$ cat config.mk
export PLATFORM = sky130hd
export DESIGN_NAME = wb_master_bridge
export DESIGN_NICKNAME = d
export VERILOG_FILES = /design/src/rtl/wb_master_bridge.sv
export SDC_FILE = /design/constraint.sdc
export NUM_CORES = 1
export LEC_CHECK = 0
export CAP_MARGIN = 25
export CORE_MARGIN = 5
export CORE_UTILIZATION = 45
export CTS_BUF_LIST = sky130_fd_sc_hd__clkbuf_4 sky130_fd_sc_hd__clkbuf_8 sky130_fd_sc_hd__clkbuf_16
export DETAILED_ROUTE_END_ITERATION = 8
export PLACE_DENSITY = 0.82
export SLEW_MARGIN = 20
export SYNTH_ARGS = -nofsm -noshare
export SYNTH_HDL_FRONTEND = slang
export SYNTH_SLANG_ARGS = --single-unit
$ cat constraint.sdc
create_clock -name CLK_I -period 2.5 [get_ports CLK_I]
set_input_delay 0.25 -clock CLK_I [delete_from_list [all_inputs] [get_ports CLK_I]]
set_output_delay 0.25 -clock CLK_I [all_outputs]
set_load 0.005 [all_outputs]
$ cat src/rtl/wb_master_bridge.sv
// Wishbone B4 classic master for the load/store unit: B/H/W loads and stores with byte-lane
// steering, read-data extension, and ERR/timeout/misalignment status on a one-cycle done pulse.
//
// state | meaning
// IDLE  | waiting for I_req; ACK_I/ERR_I ignored
// BUS   | CYC_O/STB_O high, waiting for ERR_I, ACK_I or timeout
// DONE  | O_done pulse; O_data/O_err valid; I_req ignored
module wb_master_bridge #(
  parameter int ADDR_W  = 32,
  parameter int DATA_W  = 32,
  parameter int TIMEOUT = 255
) (
  input  logic                CLK_I,
  input  logic                RST_I,
  input  logic                I_req,
  input  logic [3:0]          I_op,
  input  logic [ADDR_W-1:0]   I_addr,
  input  logic [31:0]         I_data,
  output logic                O_busy,
  output logic                O_done,
  output logic [31:0]         O_data,
  output logic [1:0]          O_err,
  input  logic                ACK_I,
  input  logic                ERR_I,
  input  logic [DATA_W-1:0]   DAT_I,
  output logic [ADDR_W-1:0]   ADR_O,
  output logic [DATA_W-1:0]   DAT_O,
  output logic [DATA_W/8-1:0] SEL_O,
  output logic                CYC_O,
  output logic                STB_O,
  output logic                WE_O
);

  localparam int SEL_W = DATA_W / 8;
  localparam int OFS_W = $clog2(SEL_W);
  localparam int CNT_W = (TIMEOUT > 1) ? $clog2(TIMEOUT) : 1;
  localparam bit TO_EN = (TIMEOUT != 0);
  localparam logic [CNT_W-1:0] TO_LAST = CNT_W'((TIMEOUT > 0) ? TIMEOUT - 1 : 0);

  localparam logic [3:0] BUSOP_READB  = 4'd0;
  localparam logic [3:0] BUSOP_READBU = 4'd1;
  localparam logic [3:0] BUSOP_READH  = 4'd2;
  localparam logic [3:0] BUSOP_READHU = 4'd3;
  localparam logic [3:0] BUSOP_READW  = 4'd4;
  localparam logic [3:0] BUSOP_WRITEB = 4'd8;
  localparam logic [3:0] BUSOP_WRITEH = 4'd9;
  localparam logic [3:0] BUSOP_WRITEW = 4'd10;

  localparam logic [1:0] SZ_B = 2'd0;
  localparam logic [1:0] SZ_H = 2'd1;
  localparam logic [1:0] SZ_W = 2'd2;

  localparam logic [1:0] ERR_OK  = 2'b00;
  localparam logic [1:0] ERR_BUS = 2'b01;
  localparam logic [1:0] ERR_TO  = 2'b10;
  localparam logic [1:0] ERR_MIS = 2'b11;

  typedef enum logic [1:0] {
    S_IDLE = 2'd0,
    S_BUS  = 2'd1,
    S_DONE = 2'd2
  } state_t;

  state_t            state, state_n;
  logic [CNT_W-1:0]  cnt, cnt_n;
  logic [1:0]        size_r, size_n;
  logic              sgn_r, sgn_n;
  logic [OFS_W-1:0]  ofs_r, ofs_n;
  logic [ADDR_W-1:0] adr_n;
  logic [DATA_W-1:0] dat_n;
  logic [SEL_W-1:0]  sel_n;
  logic              we_n;
  logic [31:0]       data_n;
  logic [1:0]        err_n;

  logic [1:0]        req_size;
  logic              req_sgn;
  logic              req_we;
  logic              req_mis;
  logic [3:0]        req_mask;
  logic [OFS_W-1:0]  req_ofs;
  logic [31:0]       lane;
  logic [31:0]       rd_ext;
  logic              timeout_hit;

  assign req_ofs = I_addr[OFS_W-1:0];

  // Unknown opcodes fall through to the READW defaults.
  always_comb begin
    req_size = SZ_W;
    req_sgn  = 1'b0;
    req_we   = 1'b0;
    case (I_op)
      BUSOP_READB:  begin req_size = SZ_B; req_sgn = 1'b1; end
      BUSOP_READBU: req_size = SZ_B;
      BUSOP_READH:  begin req_size = SZ_H; req_sgn = 1'b1; end
      BUSOP_READHU: req_size = SZ_H;
      BUSOP_READW:  req_size = SZ_W;
      BUSOP_WRITEB: begin req_size = SZ_B; req_we = 1'b1; end
      BUSOP_WRITEH: begin req_size = SZ_H; req_we = 1'b1; end
      BUSOP_WRITEW: req_we = 1'b1;
      default:      req_size = SZ_W;
    endcase
  end

  always_comb begin
    req_mask = 4'b1111;
    case (req_size)
      SZ_B:    req_mask = 4'b0001;
      SZ_H:    req_mask = 4'b0011;
      default: req_mask = 4'b1111;
    endcase
  end

  assign req_mis = ((req_size == SZ_H) && req_ofs[0]) ||
                   ((req_size == SZ_W) && (req_ofs[1:0] != 2'b00));

  assign lane = 32'(DAT_I >> {ofs_r, 3'b000});

  always_comb begin
    rd_ext = lane;
    case (size_r)
      SZ_B:    rd_ext = {{24{sgn_r & lane[7]}}, lane[7:0]};
      SZ_H:    rd_ext = {{16{sgn_r & lane[15]}}, lane[15:0]};
      default: rd_ext = lane;
    endcase
  end

  assign timeout_hit = TO_EN && (cnt == TO_LAST);

  always_comb begin
    state_n = state;
    cnt_n   = cnt;
    size_n  = size_r;
    sgn_n   = sgn_r;
    ofs_n   = ofs_r;
    adr_n   = ADR_O;
    dat_n   = DAT_O;
    sel_n   = SEL_O;
    we_n    = WE_O;
    data_n  = O_data;
    err_n   = O_err;
    case (state)
      S_IDLE: begin
        cnt_n = '0;
        if (I_req) begin
          size_n = req_size;
          sgn_n  = req_sgn;
          ofs_n  = req_ofs;
          if (req_mis) begin
            state_n = S_DONE;
            err_n   = ERR_MIS;
          end else begin
            state_n = S_BUS;
            adr_n   = {I_addr[ADDR_W-1:OFS_W], {OFS_W{1'b0}}};
            sel_n   = SEL_W'(req_mask) << req_ofs;
            dat_n   = DATA_W'(I_data) << {req_ofs, 3'b000};
            we_n    = req_we;
          end
        end
      end
      S_BUS: begin
        cnt_n = cnt + CNT_W'(1);
        if (ERR_I || ACK_I || timeout_hit) begin
          state_n = S_DONE;
          cnt_n   = '0;
          sel_n   = '0;
          we_n    = 1'b0;
          if (ERR_I) begin
            err_n = ERR_BUS;
          end else if (ACK_I) begin
            err_n = ERR_OK;
            if (!WE_O) data_n = rd_ext;
          end else begin
            err_n = ERR_TO;
          end
        end
      end
      S_DONE:  state_n = S_IDLE;
      default: state_n = S_IDLE;
    endcase
  end

  always_ff @(posedge CLK_I or negedge RST_I) begin
    if (!RST_I) begin
      state  <= S_IDLE;
      cnt    <= '0;
      size_r <= SZ_W;
      sgn_r  <= 1'b0;
      ofs_r  <= '0;
      ADR_O  <= '0;
      DAT_O  <= '0;
      SEL_O  <= '0;
      WE_O   <= 1'b0;
      O_data <= '0;
      O_err  <= ERR_OK;
    end else begin
      state  <= state_n;
      cnt    <= cnt_n;
      size_r <= size_n;
      sgn_r  <= sgn_n;
      ofs_r  <= ofs_n;
      ADR_O  <= adr_n;
      DAT_O  <= dat_n;
      SEL_O  <= sel_n;
      WE_O   <= we_n;
      O_data <= data_n;
      O_err  <= err_n;
    end
  end

  // Bus strobes and busy are pure state decodes so reset drops them without a clock.
  assign CYC_O  = (state == S_BUS);
  assign STB_O  = CYC_O;
  assign O_busy = CYC_O;
  assign O_done = (state == S_DONE);

endmodule

==> impl_metrics.yaml <==
die:
  fp.dieW_um: 122
  num_rows: 40
  core-area_sq_um: 12100
  initial_core_util_pct: 46.3
  die_h_um: 122
  ios: 212
  dieArea_sq_um: 14800
synth:
  synthFlopType: "dfrtp_1"
  synth_compound_area_share_pct: 13.8
  synthCells: 547
  ys_ff_latch: 116
  synthAdderAreaFrac_pct: 0.447
  yosys.cell_types.count: 44
  synth_mux_area_share_pct: 16.6
  synth_top_family_by_area: "multiplexers"
  synth_edf_count: 0
  synth_simple_gate_area_share_pct: 13.1
  synth-async-reset-ratio_pct: 100
  synthXorXnorAreaFrac_pct: 0.313
  yosys_warnings: 0
  synth.avg_cell_area_sq_um: 10.2
  netlist_area_sq_um: 5600
  yosysSeqAreaShare_pct: 51.8
routing:
  vias: 4932
  drt_wl_total_um: 16700
  drc_errors: 0
  ant_nets: 0
  first_iter_violations: 409
  drt-vias-per-instance: 5.30
  wl_per_cell_um: 18.0
  first_pass_iters: 5
timing:
  fin_crit_sh_pct: 92.4
  hold_violations: 0
  maxSlewHeadroom_pct: 43.9
  period_needed_ns: 2.31
  setup_viol: 0
  skew_ns: 0.00900
  rsz0062_at_grt: "false"
  slew_viol_final: 0
  max_freq_mhz: 433
  worst_pin_slew_ns: 0.838
  tns_ns: 0
  fin_ws_ns: 0.191
critical_path:
  rrSetupSlack_ns: 0.36
  rr_endpoint: "ADR_O[17]"
  critical_path_arrival_ns: 2.06
  path_cells: "nor2b_1, buf_4, clkdlybuf4s50_1"
  cpMaxStageDelayCell: "dfrtp_1"
  r2r_start: "state[1]"
  end_kind: "output pin"
  start_kind: "flip-flop"
  rr_worst_depth: 5
  path_max_fanout: 14
  cp.required_ns: 2.25
  cpPeakStageDelay_ns: 0.54
  critPathKind: "reg -> out"
layout:
  final_nets: 857
  final_layout_size_suffix_gt1_share_pct: 13.9
  syn_to_final_growth_pct: 50.3
  antennaDiodeCount: 0
  fillerInstances: 923
power_and_ir_drop:
  vdd_ir_drop_max_uv: 619
  p_leak_nw: 3.61
  p_per_area_nw_per_um2: 999
clocking:
  cts_buffers: 17
  cts_max_path_buffers: 2
  tritoncts: "built"
  cts_root_buf: "clkbuf_16"
  cts_sinks: 116
  cts.reportedPaths.clkPinSlew_ns: 0.05
  htreeDepth: 4
  clkLatencyLatePin_ns: 0.41
  cts_setup_buffers: 0
  cts_resized: 0
grt:
  grt_pass1_wl_um: 26800
  grt_overflow: 0
  grt_start_max_net_pins: 88
  grt_pass1_vias: 5179
  track_usage_pct: 23.1
  antenna_found_initial: 0
outcome:
  outcome: "finished clean"
job:
  cap_violations: 0
place:
  dp_hpwl_um: 12400
  gp_congestion: 0.893
  portBuffers: 209
  place_ws_ns: 0.185
min_path:
  hp-class: "in -> async"
==> kinds of logic (layout without fill, tap and decap cells) <==
logic type      count (synthesis)  count (layout)
xor+xnor                        2               2
other cells                     1               2
compound gates                126             126
buf+inv                        45             260
mux                            85              85
simple gates                  170             170
fa+ha+maj                       2               2
flops                         116             116
==> cell usage in the layout (no fill, tap or decap), types with 3 or more instances in the layout <==
cell | Yosys | routed
nand2_1 | 92 | 92
clkbuf_16 | 0 | 17
o31ai_1 | 11 | 11
o211ai_1 | 8 | 8
dfrtp_1 | 115 | 115
clkdlybuf4s50_1 | 0 | 208
a21oi_1 | 34 | 34
clkbuf_4 | 0 | 7
mux2_2 | 52 | 52
o22a_1 | 8 | 8
inv_1 | 4 | 4
nor3_1 | 4 | 4
nor2b_1 | 14 | 14
nand3_1 | 7 | 7
o21ai_0 | 45 | 45
nand2b_1 | 3 | 3
a211oi_1 | 10 | 10
clkinv_2 | 0 | 5
nor2_1 | 36 | 36
mux2i_1 | 32 | 32
and3_1 | 5 | 5
buf_4 | 5 | 13
==> synthesized netlist by cell type (all sizes together), types with 2 or more instances <==
master / count / area, sq um
xor2: 2 / 17.5
o22a: 8 / 70.1
o211ai: 8 / 60.1
buf: 23 / 135
mux2i: 32 / 320
nor3: 4 / 20.0
o21ai: 45 / 225
o31ai: 11 / 82.6
mux2: 52 / 586
ha: 2 / 25.0
a21oi: 35 / 179
and2: 2 / 12.5
nor2: 36 / 135
dfrtp: 115 / 2880
nand2: 93 / 352
nand3: 7 / 35.0
a211oi: 10 / 75.1
nand2b: 3 / 18.8
or2: 2 / 12.5
and3: 5 / 31.3
clkbuf: 18 / 67.6
inv: 4 / 15.0
nor2b: 14 / 87.6
==> critical path, delay by kind of cell (launching register included) <==
family / cells / cell delay, ns
simple gates: 1 / 0.38
flops: 1 / 0.54
buf+inv: 2 / 0.74
==> routing by layer <==
| layer | track usage, % | part of all wire (%) | vias to the layer above |
|---|---|---|---|
| li1 | - | - | 2322 |
| met1 | 26.7 | 38 | 2335 |
| met2 | 38.0 | 49 | 242 |
| met3 | 9.70 | 11 | 33 |
| met4 | 9.31 | 2.5 | 0 |
| met5 | 0 | 0 | - |
==> worst max path at each step <==
stage / startpoint / to / slack [ns] / cells past startpoint
final: state[1] / CYC_O / 0.19 / 3
after global routing: state[1] / CYC_O / 0.04 / 3
after CTS: state[1] / CYC_O / 0.15 / 3
after detailed placement: DAT_I[31] / O_data[24] / 0.19 / 6
after global placement: DAT_I[31] / O_data[29] / 0.22 / 6
after floorplan: ofs_r[0] / O_data[24] / 0.64 / 8
==> flip-flops by register name, summed over array words and instances, names as in the netlist <==
register and flops:
O_err 2, ADR_O 30, state 2, SEL_O 4, WE_O 1, DAT_O 32, sgn_r 1, O_data 32
ofs_r 2, cnt 8, size_r 2
==> where the power goes <==
part / internal (mW) / total, mW / switching, mW
Combinational: 1.90 / 3.02 / 1.12
Sequential: 2.58 / 3.02 / 0.444
Clock: 1.56 / 2.37 / 0.807
==> repair_timing <==
action,4_1_cts,5_1_grt
hold buffers,1,0
setup endpoints to repair,0,0
endpoints found under the hold margin,31,0
==> metrics by stage <==
step | std cells | utilization (%) | cell area [sq um] | hold WS, ns | power (mW)
4_1_cts | 931 | 69.5 | 8420 | 0.350 | 8.49
3_5_place_dp | 898 | 64.7 | 7830 | 0.230 | 6.07
5_1_grt | 931 | 69.5 | 8420 | 0.380 | 8.88
6_report | 931 | 69.5 | 8420 | 0.346 | 8.41
3_3_place_gp | 898 | 64.7 | 7830 | 0.218 | 5.97
2_1_floorplan | 548 | - | 5610 | -0.0456 | 4.11
==> area by class of cell <==
class                   instances  area (sq um)  area share, %
flip-flops and latches        116          2900           34.5
multi-input cells             387          2480           29.5
repair buffers                224          2230           26.5
clock buffers                  25           492           5.84
well taps                     168           210           2.50
clock inverters                 7          85.1           1.01
inverters                       4          15.0          0.178
Note: power is estimated with default switching activity, not from simulation.
